`src/rtl/pwm_bridge_pkg.sv`:
```
// pwm_bridge_pkg: command opcodes, command/response field positions and FSM states for pwm_bridge_nch
package pwm_bridge_pkg;

    localparam logic [1:0] OP_NOP  = 2'b00;
    localparam logic [1:0] OP_SET  = 2'b01;
    localparam logic [1:0] OP_GET  = 2'b10;
    localparam logic [1:0] OP_STOP = 2'b11;

    localparam int OP_HI   = 31;
    localparam int OP_LO   = 30;
    localparam int CH_HI   = 29;
    localparam int CH_LO   = 26;
    localparam int DIR_BIT = 15;
    localparam int ERR_BIT = 31;

    typedef enum logic [1:0] {
        IDLE  = 2'd0,
        FETCH = 2'd1,
        EXEC  = 2'd2,
        RESP  = 2'd3
    } state_t;

endpackage

```
`src/rtl/pwm_bridge_nch_fifo.sv`:
```
// sync_fifo: single-clock FIFO with registered read data; a push into a full FIFO is accepted only alongside a pop
module sync_fifo #(
    parameter int WIDTH = 32,
    parameter int DEPTH = 16
) (
    input  logic             clk,
    input  logic             rst,
    input  logic [WIDTH-1:0] din,
    input  logic             wr_en,
    output logic             full,
    output logic [WIDTH-1:0] dout,
    input  logic             rd_en,
    output logic             empty
);
    localparam int AW = $clog2(DEPTH);
    localparam logic [AW:0] CAP = (AW + 1)'(DEPTH);

    logic [WIDTH-1:0] mem [DEPTH];
    logic [AW-1:0] wp, rp;
    logic [AW:0] cnt;
    logic push, pop;

    assign empty = cnt == '0;
    assign full = cnt == CAP;
    assign pop = rd_en && !empty;
    assign push = wr_en && (!full || pop);

    // storage needs no reset: entries are only read behind the occupancy count
    always_ff @(posedge clk) begin
        if (push) mem[wp] <= din;
    end

    // pointers, occupancy and registered read data; dout holds when nothing is popped
    always_ff @(posedge clk or posedge rst) begin
        if (rst) begin
            wp <= '0;
            rp <= '0;
            cnt <= '0;
            dout <= '0;
        end else begin
            if (push) wp <= wp + 1'b1;
            if (pop) begin
                rp <= rp + 1'b1;
                dout <= mem[rp];
            end
            cnt <= cnt + (AW + 1)'(push) - (AW + 1)'(pop);
        end
    end

endmodule

```
`src/rtl/pwm_bridge_nch.sv`:
```
// pwm_bridge_nch: N-channel command-FIFO to PWM motor bridge; dead time on direction change under PWM_BRIDGE_DEADTIME_EN
module pwm_bridge_nch
    import pwm_bridge_pkg::*;
#(
    parameter int NCH = 4,
    parameter int DUTY_W = 15,
    parameter int FIFO_DEPTH = 16,
    parameter int DEADTIME = 8
) (
    input  logic            clk,
    input  logic            rst,
    input  logic [31:0]     din,
    input  logic            wr_en,
    output logic            full,
    output logic [31:0]     dout,
    input  logic            rd_en,
    output logic            empty,
    output logic [NCH-1:0]  dir_out,
    output logic [NCH-1:0]  en_out
);
    localparam int DT_W = $clog2(DEADTIME + 2);

    logic [31:0] in_dout, cmd, resp;
    logic in_empty, in_rd, out_full, out_wr;
    state_t state;
    logic [1:0] op;
    logic [3:0] ch;
    logic ch_ok, exec_set, exec_stop;
    logic [DUTY_W-1:0] cnt;
    logic [DUTY_W-1:0] duty [NCH];
    logic [NCH-1:0] dir, set_wr;
    logic unused_bits;

    sync_fifo #(.WIDTH(32), .DEPTH(FIFO_DEPTH)) input_fifo (
        .clk(clk),
        .rst(rst),
        .din(din),
        .wr_en(wr_en),
        .full(full),
        .dout(in_dout),
        .rd_en(in_rd),
        .empty(in_empty)
    );

    sync_fifo #(.WIDTH(32), .DEPTH(FIFO_DEPTH)) output_fifo (
        .clk(clk),
        .rst(rst),
        .din(resp),
        .wr_en(out_wr),
        .full(out_full),
        .dout(dout),
        .rd_en(rd_en),
        .empty(empty)
    );

    assign op = cmd[OP_HI:OP_LO];
    assign ch = cmd[CH_HI:CH_LO];
    assign ch_ok = 32'(ch) < NCH;
    assign exec_set = state == EXEC && op == OP_SET && ch_ok;
    assign exec_stop = state == EXEC && op == OP_STOP;
    assign in_rd = state == IDLE && !in_empty;
    assign out_wr = state == RESP && !out_full;
    assign unused_bits = ^{cmd, DEADTIME[0]};

    // one command at a time: pop, latch the popped word, decode, then optionally queue a GET response
    always_ff @(posedge clk or posedge rst) begin
        if (rst) begin
            state <= IDLE;
            cmd <= '0;
        end else begin
            if (state == FETCH) cmd <= in_dout;
            state <= (state == IDLE)  ? (in_empty ? IDLE : FETCH) :
                     (state == FETCH) ? EXEC :
                     (state == EXEC)  ? (op == OP_GET ? RESP : IDLE) :
                     (out_full ? RESP : IDLE);
        end
    end

    // shared free-running PWM counter, wraps naturally at 2^DUTY_W
    always_ff @(posedge clk or posedge rst) begin
        if (rst) cnt <= '0;
        else cnt <= cnt + 1'b1;
    end

    // GET response: valid channels report dir and duty, out-of-range channels set the error flag
    always_comb begin
        resp = '0;
        resp[CH_HI:CH_LO] = ch;
        resp[ERR_BIT] = !ch_ok;
        for (int k = 0; k < NCH; k++) begin
            if (ch == 4'(k)) begin
                resp[DIR_BIT] = dir[k];
                resp[DUTY_W-1:0] = duty[k];
            end
        end
    end

    for (genvar i = 0; i < NCH; i++) begin : g_ch
        logic [DUTY_W-1:0] d;
        logic r, dir_q, en_q;

        assign set_wr[i] = exec_set && ch == 4'(i);
        assign duty[i] = d;
        assign dir[i] = r;
        assign dir_out[i] = dir_q;
        assign en_out[i] = en_q;

        // commanded duty/dir; STOP_ALL clears duty and keeps the direction
        always_ff @(posedge clk or posedge rst) begin
            if (rst) begin
                d <= '0;
                r <= 1'b0;
            end else if (exec_stop) begin
                d <= '0;
            end else if (set_wr[i]) begin
                d <= cmd[DUTY_W-1:0];
                r <= cmd[DIR_BIT];
            end
        end

`ifdef PWM_BRIDGE_DEADTIME_EN
        logic [DT_W-1:0] dt;

        // a direction change (re)arms the dead time; same-direction SETs and STOP_ALL leave it running
        always_ff @(posedge clk or posedge rst) begin
            if (rst) dt <= '0;
            else if (set_wr[i] && cmd[DIR_BIT] != r) dt <= DT_W'(DEADTIME);
            else if (dt != '0) dt <= dt - 1'b1;
        end

        // enable held low and old direction kept until the dead time expires
        always_ff @(posedge clk or posedge rst) begin
            if (rst) begin
                dir_q <= 1'b0;
                en_q <= 1'b0;
            end else begin
                dir_q <= (dt == '0) ? r : dir_q;
                en_q <= dt == '0 && cnt < d;
            end
        end
`else
        // registered PWM compare; direction and duty take effect together
        always_ff @(posedge clk or posedge rst) begin
            if (rst) begin
                dir_q <= 1'b0;
                en_q <= 1'b0;
            end else begin
                dir_q <= r;
                en_q <= cnt < d;
            end
        end
`endif
    end

endmodule

```
`config.mk`:
```
export PLATFORM = sky130hd
export DESIGN_NAME = pwm_bridge_nch
export DESIGN_NICKNAME = d
export VERILOG_FILES = /design/src/rtl/pwm_bridge_pkg.sv /design/src/rtl/pwm_bridge_nch_fifo.sv /design/src/rtl/pwm_bridge_nch.sv
export SDC_FILE = /design/constraint.sdc
export NUM_CORES = 1
export LEC_CHECK = 0
export CAP_MARGIN = 20
export CORE_AREA = 2 2 311 313
export CTS_CLUSTER_SIZE = 24
export DETAILED_ROUTE_END_ITERATION = 8
export DIE_AREA = 0 0 313 315
export PLACE_DENSITY = 0.54
export RECOVER_POWER = 50
export SLEW_MARGIN = 30
export SYNTH_ARGS = -nofsm -noshare
export SYNTH_HDL_FRONTEND = slang
export SYNTH_SLANG_ARGS = --single-unit
export TNS_END_PERCENT = 1
```
`constraint.sdc`:
```
create_clock -name clk -period 8 [get_ports clk]
set_input_delay 2.4 -clock clk [delete_from_list [all_inputs] [get_ports clk]]
set_output_delay 2.4 -clock clk [all_outputs]
set_load 0.005 [all_outputs]
```
# Word-level counts from Yosys, hierarchy flattened
# Memory sizes are Yosys's and may differ from the RTL's. A register that Yosys moved wholly into a read port is not among the register bits.
# Index checks and enable logic that the tools add are counted.
# op_classes
eq_ne	11
n_lt_le_gt_ge	5
muxes	22
bitwise_logic	1
n_addsub	9
reduce_logical	32
# ops
operator	n
15-bit 2-to-1 mux	8
16-bit 2-to-1 mux	4
15-bit < comparator	4
4-bit by 1-bit adder with 4-bit output, second input constant	4
15-bit by 1-bit adder with 15-bit output, second input constant	1
1-bit logical AND	13
5-bit by 1-bit adder with 5-bit output	2
5-bit == test, second input constant	2
5-bit logical NOT	2
2-bit 2-to-1 mux	5
5-bit by 1-bit subtractor with 5-bit output	2
2-bit == test, second input constant	4
4-bit by 2-bit == test with 1-bit output, second input constant	2
2-bit AND reduction	4
2-bit nonzero test	4
1-bit logical NOT	5
1-bit 2-to-1 mux	5
2-bit by 1-bit == test with 1-bit output, second input constant	2
4-bit by 1-bit == test with 1-bit output, second input constant	1
4-bit logical NOT	1
4-bit by 3-bit < comparator with 1-bit output, second input constant	1
2-bit logical NOT	1
1-bit logical OR	2
1-bit NOT	1
# totals
output_inout_bits	42
memories	2
mem_bits_rw	848
ff_bits	179
inputBits	36
# mem_list
name	depth	word_bits	read_ports	rd_clocked_by_memory_dff	wr	line_no	source
input_fifo.mem	16	32	1	1	1	pwm_bridge_nch_fifo.sv:18	logic [WIDTH-1:0] mem [DEPTH];
output_fifo.mem	16	21	1	1	1	pwm_bridge_nch_fifo.sv:18	

# Longest topological paths before layout
# Gate-level depths: netlist (run 1).
# logic_depth
word_depth	8
mapped_depth	15
ltp_nobuf	14

# Cells and area by module
# A second synthesis (run 1) with hierarchy kept.
# unflattened
cells_unflattened	2531
area_unflattened_um2	49119.6
# by_module_without_submodules
mod	cells_per_inst	seq_area_each_um2	area_each_um2	n_inst
sync_fifo	944	16500.8	21384.3	2
pwm_bridge_nch	643	2777.7	6351.1	1

# Worst setup path after synthesis (run 1)
# No wires, ideal clock.
# synth_path
path_kind	input-to-reg
start	input rd_en
end	register output_fifo.cnt[4]
path_slack_ps	3544
path_stages	11
path_buffers	2
setup_time_ps	123
arrival_ps	4333
path_cell_list	nor2b_1 clkbuf_1 clkbuf_1 ha_1 inv_1 ha_1 fa_1 a21oi_1 nor2_1 nor2_1 xnor2_1
# synth_via
elab_chain_cells	5
# synth_lines
item	line_no	source
start: declaration	pwm_bridge_nch.sv:16	input logic rd_en,
1-bit logical AND *	pwm_bridge_nch_fifo.sv:25	assign pop = rd_en && !empty;
named net output_fifo.pop	pwm_bridge_nch_fifo.sv:21	logic push, pop;
1-bit logical OR	pwm_bridge_nch_fifo.sv:26	assign push = wr_en && (!full || pop);
1-bit logical AND	pwm_bridge_nch_fifo.sv:26	
5-bit by 1-bit adder with 5-bit output	pwm_bridge_nch_fifo.sv:46	cnt <= cnt + (AW + 1)'(push) - (AW + 1)'(pop);
5-bit by 1-bit subtractor with 5-bit output *	pwm_bridge_nch_fifo.sv:46	
end signal: assignment	pwm_bridge_nch_fifo.sv:46	
end: declaration	pwm_bridge_nch_fifo.sv:20	logic [AW:0] cnt;
# The timed path passes the listed nets; every way through them passes the cells marked *.
# A chain may end at the register's enable or synchronous reset.

# Worst setup path after layout (run 1)
# layout_path
start	register output_fifo.cnt[3]
end	output empty
# layout_via
elab_chain_cells	1
# layout_lines
item	line_no	source
5-bit logical NOT	pwm_bridge_nch_fifo.sv:23	assign empty = cnt == '0;
end: declaration	pwm_bridge_nch.sv:17	output logic empty,
# Every way passes these cells.

==> results.toml, run 1 <==
[critical_path]
cp_data_required_time_ns = 5.60
crit_arrival_ns = 2.65
critPathKind = "register to output pin"
critPathMaxFanout = 3
critPathLaunchType = "register"
endpoint_kind = "output pin"

[final_layout]
stdcell_area_sq_um = 39810
regArea_sq_um = 25180
n_antenna_cell = 0
final_core_util_pct = 41.60
multi_input_area_sq_um = 9052
fillers = 8493
layout_common_cells = "688 x edfxtp_1, 188 x mux4_2, 174 x dfrtp_1, 90 x clkbuf_16, 86 x o22ai_1"
final_common_cell = "edfxtp_1"
nets = 2113
stdcell_count = 3347
area_delta_synth_final_pct = 13.61
layout-drive-gt1-share_pct = 20.81

[timing]
final-setup-viol-count = 0
clock.fmax_mhz = 197.9
postLayoutSetupSlackWorst_ns = 2.947
finalCritPeriodShare_pct = 63.17
tightestPinTransition_ns = 2.557
grt_setup_unrepaired = "no"
final_hold_viol_count = 0
fin_tns_setup_ns = 0
relSlewSlack_pct = -71.11
slew_viol_final = 450
clock_skew_ns = 0.01697
whs_ns = 0.4243
layout_min_cycle_time_ns = 5.053

[route]
routed_wl_mm = 77.83
drt-vias-per-instance = 5.168
ant_nets = 0
first_pass_iters = 4
drc_errors = 0
num_vias = 17300
drtIter0Drc = 1406
wl_per_cell_um = 23.25

[pwr]
total_power_mw = 13.81
cellInternalPower_mw = 9.663
switching_power_mw = 4.148
peakVddDrop_v = 0.0002084
p_per_area_nw_per_um2 = 346.9
swShare_pct = 30.03
p_clk_share_pct = 28.7
power_frac_seq_pct = 44.9
power.leakage_nw = 13.46
combPwrFrac_pct = 26.4

[cts]
cts_resized = 0
insertion_delay_ns = 0.65
hold_buffers = 0
clkSinkCount = 868
postCtsSetupBuffers = 0
cts_tree = "built"
cts_inserted_buffers = 88
htreeDepth = 3
clock_path_buffers = 3
clockRootBuffer = "clkbuf_16"
clkSlewWorstSetupHoldPaths_ns = 0.06

[synth]
synth_edf_count = 688
syn-cell-area_sq_um = 35050
yosysUniqueCellTypes = 44
netlist_instances = 1906
ys_seq_elements = 868
synth.yosys.seq_area_share_pct = 71.80
yosysWarningCount = 0
syn_area_per_cell_sq_um = 18.39
async_reset_ff_share_pct = 20.74
ys.flop_type = "edfxtp_1"

[placed_design]
place_inst = 3181
dp_hpwl_mm = 44.88
port_buffers = 56
gp_congestion = 0.7784
dpl_worst_slack_ns = 2.943
dpl-instance-area_sq_um = 37260

[floorplan]
rows = 114
design.die.area_sq_um = 98600
core-area_sq_um = 95710
die_h_um = 315
fp.dieW_um = 313
pin_count = 78
start_util_pct = 36.62

[grt]
globalRouteOverflowTotal = 0
grt_util_all_layers_pct = 16.04
grt_pass1_vias = 18350
antenna_found_initial = 4
grt_max_degree = 91
grt_pass1_wl_mm = 117.9

[status]
status = "finished, violations left"
violations = "max-capacitance violations, max-slew violations"

[min_path]
holdCritPathClass = "register to register"

[job]
cap_violations = 19
==> synthesized netlist by cell type, drive strengths merged, types with 8 or more instances <==
| master | count | area (sq um) |
|---|---|---|
| ha | 79 | 988.5 |
| a21oi | 67 | 335.3 |
| nand2 | 81 | 304.0 |
| edfxtp | 688 | 20660 |
| nor2 | 35 | 131.4 |
| xnor2 | 25 | 219.0 |
| xor2 | 8 | 70.07 |
| mux4 | 188 | 4234 |
| clkbuf | 55 | 206.5 |
| nor3 | 9 | 56.31 |
| and2 | 8 | 50.05 |
| inv | 80 | 300.3 |
| buf | 63 | 365.3 |
| dfrtp | 180 | 4504 |
| nand4 | 18 | 112.6 |
| nor2b | 18 | 112.6 |
| a21o | 23 | 172.7 |
| o31ai | 52 | 390.4 |
| o22ai | 86 | 538.0 |
| nand2b | 9 | 56.30 |
| and3 | 14 | 87.58 |
| o21ai | 16 | 80.07 |
| mux2 | 69 | 777.0 |
==> per-layer routing <==
metal	track usage (%)	part of all wire, %
met5	0	0
met4	4.839	2.4
met3	2.085	3.1
met2	27.75	51
met1	21.17	43
==> power by group through the flow <==
| stage | sequential (mW) | clock, mW | combinational (mW) |
|---|---|---|---|
| 4_1_cts | 6.23 | 4.06 | 3.74 |
| 3_3_place_gp | 6.28 | 0 | 3.67 |
| 2_1_floorplan | 5.89 | 0 | 2.87 |
| 5_1_grt | 6.31 | 4.24 | 3.99 |
| 3_5_place_dp | 6.32 | 0 | 3.72 |
| 6_report | 6.20 | 3.97 | 3.64 |
==> critical path, stage by stage, from the launching register on <==
cell,delay (ns)
dfrtp_1,0.38
inv_1,0.09
ha_1,0.19
nor4b_1,0.70
clkdlybuf4s50_1,0.65
==> state kept, by name, summed over array words and instances, names as in the netlist, 5 cells and up <==
| signal | cells |
|---|---|
| output_fifo.cnt | 5 |
| cnt | 15 |
| input_fifo.cnt | 5 |
| g_ch.d | 60 |
| output_fifo.mem | 336 |
| input_fifo.mem | 352 |
| output_fifo.dout | 21 |
| cmd | 22 |
| input_fifo.dout | 22 |
==> logic make-up (layout without fill, tap and decap cells) <==
group           Yosys count  in the layout  share of synthesized area, %
flops                   868            868                         71.80
mux                     262            262                         14.44
compound gates          251            251                         4.477
simple gates            211            211                         3.010
buf+inv                 199            354                         2.499
fa+ha+maj                81             81                         2.935
xor+xnor                 33             33                        0.8247
other cells               1             11                       0.01070
==> cell type report <==
type	instances	area share [%]
multi-input cells	849	22.74
flip-flops and latches	868	63.24
clock inverters	40	0.7794
well taps	1276	4.010
inverters	81	0.7825
clock buffers	125	6.238
repair buffers	108	2.212
==> path summary, 6_finish.rpt <==
check,start,to,slack [ns],depth (start not counted)
min in group asynchronous,rst,g_ch[3].dir_q,2.31,2
min,g_ch[2].r,g_ch[2].dir_q,0.42,0
min reg2reg,g_ch[2].r,g_ch[2].dir_q,0.42,0
max,output_fifo.cnt[3],empty,2.95,4
max reg2reg,input_fifo.cnt[2],input_fifo.dout[0],3.22,9
max in group asynchronous,rst,input_fifo.rp[2],4.50,3
Power figures use the tool's default switching activity.
==> run 2: changes to the inputs <==
--- a/config.mk
+++ b/config.mk
@@ -10,7 +10,7 @@
 export CTS_CLUSTER_SIZE = 24
 export DETAILED_ROUTE_END_ITERATION = 8
 export DIE_AREA = 0 0 313 315
-export PLACE_DENSITY = 0.54
+export PLACE_DENSITY = 0.56
 export RECOVER_POWER = 50
 export SLEW_MARGIN = 30
 export SYNTH_ARGS = -nofsm -noshare
==> constraint.sdc (replaced) <==
create_clock -name clk -period 4.33 [get_ports clk]
set_input_delay 1.299 -clock clk [delete_from_list [all_inputs] [get_ports clk]]
set_output_delay 1.299 -clock clk [all_outputs]
set_load 0.005 [all_outputs]
==> run 2 against run 1 <==
  * The flow still finishes with violations (max-capacitance violations, max-slew violations)
  * Non-clock buffer count up 7
  * Sequential power up 87%
  * Highest routed layer is now met5
  * Critical path type unchanged
  * Final area up 0.73%
==> results.toml, run 2 (synthesized netlist as in run 1, its figures left out) <==
[status]
status = "finished, violations left"
violations = "max-capacitance violations, max-slew violations"

[final_layout]
top_register = "input_fifo.mem"
reg_top3 = "input_fifo.mem: 352 flops, output_fifo.mem: 336 flops, g_ch.d: 60 flops"
layout-drive-gt1-share_pct = 22.59
layout_common_cells = "688 x edfxtp_1, 188 x mux4_2, 175 x dfrtp_1, 92 x clkbuf_16, 86 x o22ai_1"
stdcell_area_sq_um = 40110
n_antenna_cell = 0
area_delta_synth_final_pct = 14.44
largest_reg_flops = 352
stdcell_count = 3352
nets = 2120
final_common_cell = "edfxtp_1"

[timing]
layout_min_cycle_time_ns = 3.909
clock_skew_ns = 0.01966
grt_setup_unrepaired = "no"
whs_ns = 0.4495
finalCritPeriodShare_pct = 90.27
fin_tns_setup_ns = 0
final-setup-viol-count = 0
slew_viol_final = 411
clock.fmax_mhz = 255.8
tightestPinTransition_ns = 2.131
relSlewSlack_pct = -42.05
final_hold_viol_count = 0

[pwr]
p_per_area_nw_per_um2 = 643.5
power_frac_seq_pct = 44.8
power.leakage_nw = 13.60
total_power_mw = 25.81
swShare_pct = 29.69
switching_power_mw = 7.663
peakVddDrop_v = 0.0003301
combPwrFrac_pct = 25.8
cellInternalPower_mw = 18.14
p_clk_share_pct = 29.4

[route]
drtIter0Drc = 1427
wl_per_cell_um = 22.68
drt-vias-per-instance = 5.178
routed_wl_mm = 76.03
num_vias = 17360
first_pass_iters = 5
drc_errors = 0
ant_nets = 0

[grt]
antenna_found_initial = 3
grt_pass1_wl_mm = 116.8
globalRouteOverflowTotal = 0
grt_max_degree = 66
grt_pass1_vias = 18450
grt_util_all_layers_pct = 15.72

[floorplan]
fp.dieW_um = 313
die_h_um = 315
start_util_pct = 36.62
design.die.area_sq_um = 98600
rows = 114
core-area_sq_um = 95710
pin_count = 78

[cts]
clkSinkCount = 868
hold_buffers = 0
htreeDepth = 3
cts_inserted_buffers = 88
clkSlewWorstSetupHoldPaths_ns = 0.06
postCtsSetupBuffers = 0
cts_tree = "built"
clock_path_buffers = 3
clockRootBuffer = "clkbuf_16"
cts_resized = 0
insertion_delay_ns = 0.65

[placed_design]
place_inst = 3189
dp_hpwl_mm = 45.59
dpl-instance-area_sq_um = 37290
gp_congestion = 0.7743
port_buffers = 56

[critical_path]
critPathLaunchType = "register"
critPathMaxFanout = 3
endpoint_kind = "output pin"
cp_data_required_time_ns = 3.03
crit_arrival_ns = 2.61
critPathKind = "register to output pin"

[job]
cap_violations = 14

[min_path]
holdCritPathClass = "register to register"
-- run 2: changes by cell type in the layout (fill, tap and decap cells not counted), sizes merged --
cell | before | now
dlygate4sd3 | 8 | 23
buf | 29 | 43
clkinvlp | 1 | 7
inv | 84 | 80
bufinv | 3 | 8
clkdlybuf4s50 | 48 | 33
clkbuf | 148 | 131
clkinv | 33 | 34
-- run 2: path summary, 6_finish.rpt --
check | start | end | slack [ns] | cells past startpoint
worst max-delay path | output_fifo.cnt[3] | empty | 0.42 | 4
worst min register to register | g_ch[2].r | g_ch[2].dir_q | 0.45 | 0
worst min-delay path | g_ch[2].r | g_ch[2].dir_q | 0.45 | 0
min in group asynchronous | rst | output_fifo.cnt[1] | 1.20 | 2
max in group asynchronous | rst | input_fifo.rp[2] | 1.03 | 3
worst max register to register | cmd[27] | g_ch[3].r | 0.52 | 4
-- run 2: power by group through the flow --
stage	registers, mW	logic [mW]	clock network [mW]
floorplan	10.9	5.30	0
global placement	11.7	6.71	0
detailed placement	11.8	6.80	0
CTS	11.6	6.84	7.80
global route	11.8	7.33	8.12
finish	11.6	6.67	7.59
-- run 2: critical path: stages (launching register included) --
cell,delay [ns]
dfrtp_1,0.39
inv_1,0.09
ha_1,0.19
nor4b_1,0.65
clkdlybuf4s50_1,0.64
-- run 2: area by class of cell --
| type | count | area (sq um) |
|---|---|---|
| fill | 8414 | 55600 |
| tap | 1276 | 1597 |
| multi-input combinational | 849 | 9128 |
| clock buffer | 115 | 2429 |
| timing repair buffer | 115 | 973.4 |
| sequential | 868 | 25180 |
| clock inverter | 48 | 496.7 |
| inverter | 81 | 305.3 |
-- run 2: through the flow --
| stage | utilization [%] | setup WS (ns) |
|---|---|---|
| floorplan | - | 0.7224 |
| global placement | 38.95 | 0.3759 |
| detailed placement | 38.97 | 0.6933 |
| CTS | 42.02 | 0.2587 |
| global route | 41.90 | 0.1900 |
| finish | 41.90 | 0.4213 |
-- run 2: routing by layer --
| metal | vias up | routed length, um | track usage (%) |
|---|---|---|---|
| li1 | 7732 | - | - |
| met1 | 9179 | 33340 | 21.31 |
| met2 | 338 | 38230 | 26.53 |
| met3 | 107 | 2965 | 2.572 |
| met4 | 2 | 1476 | 3.904 |
| met5 | - | 13 | 0 |
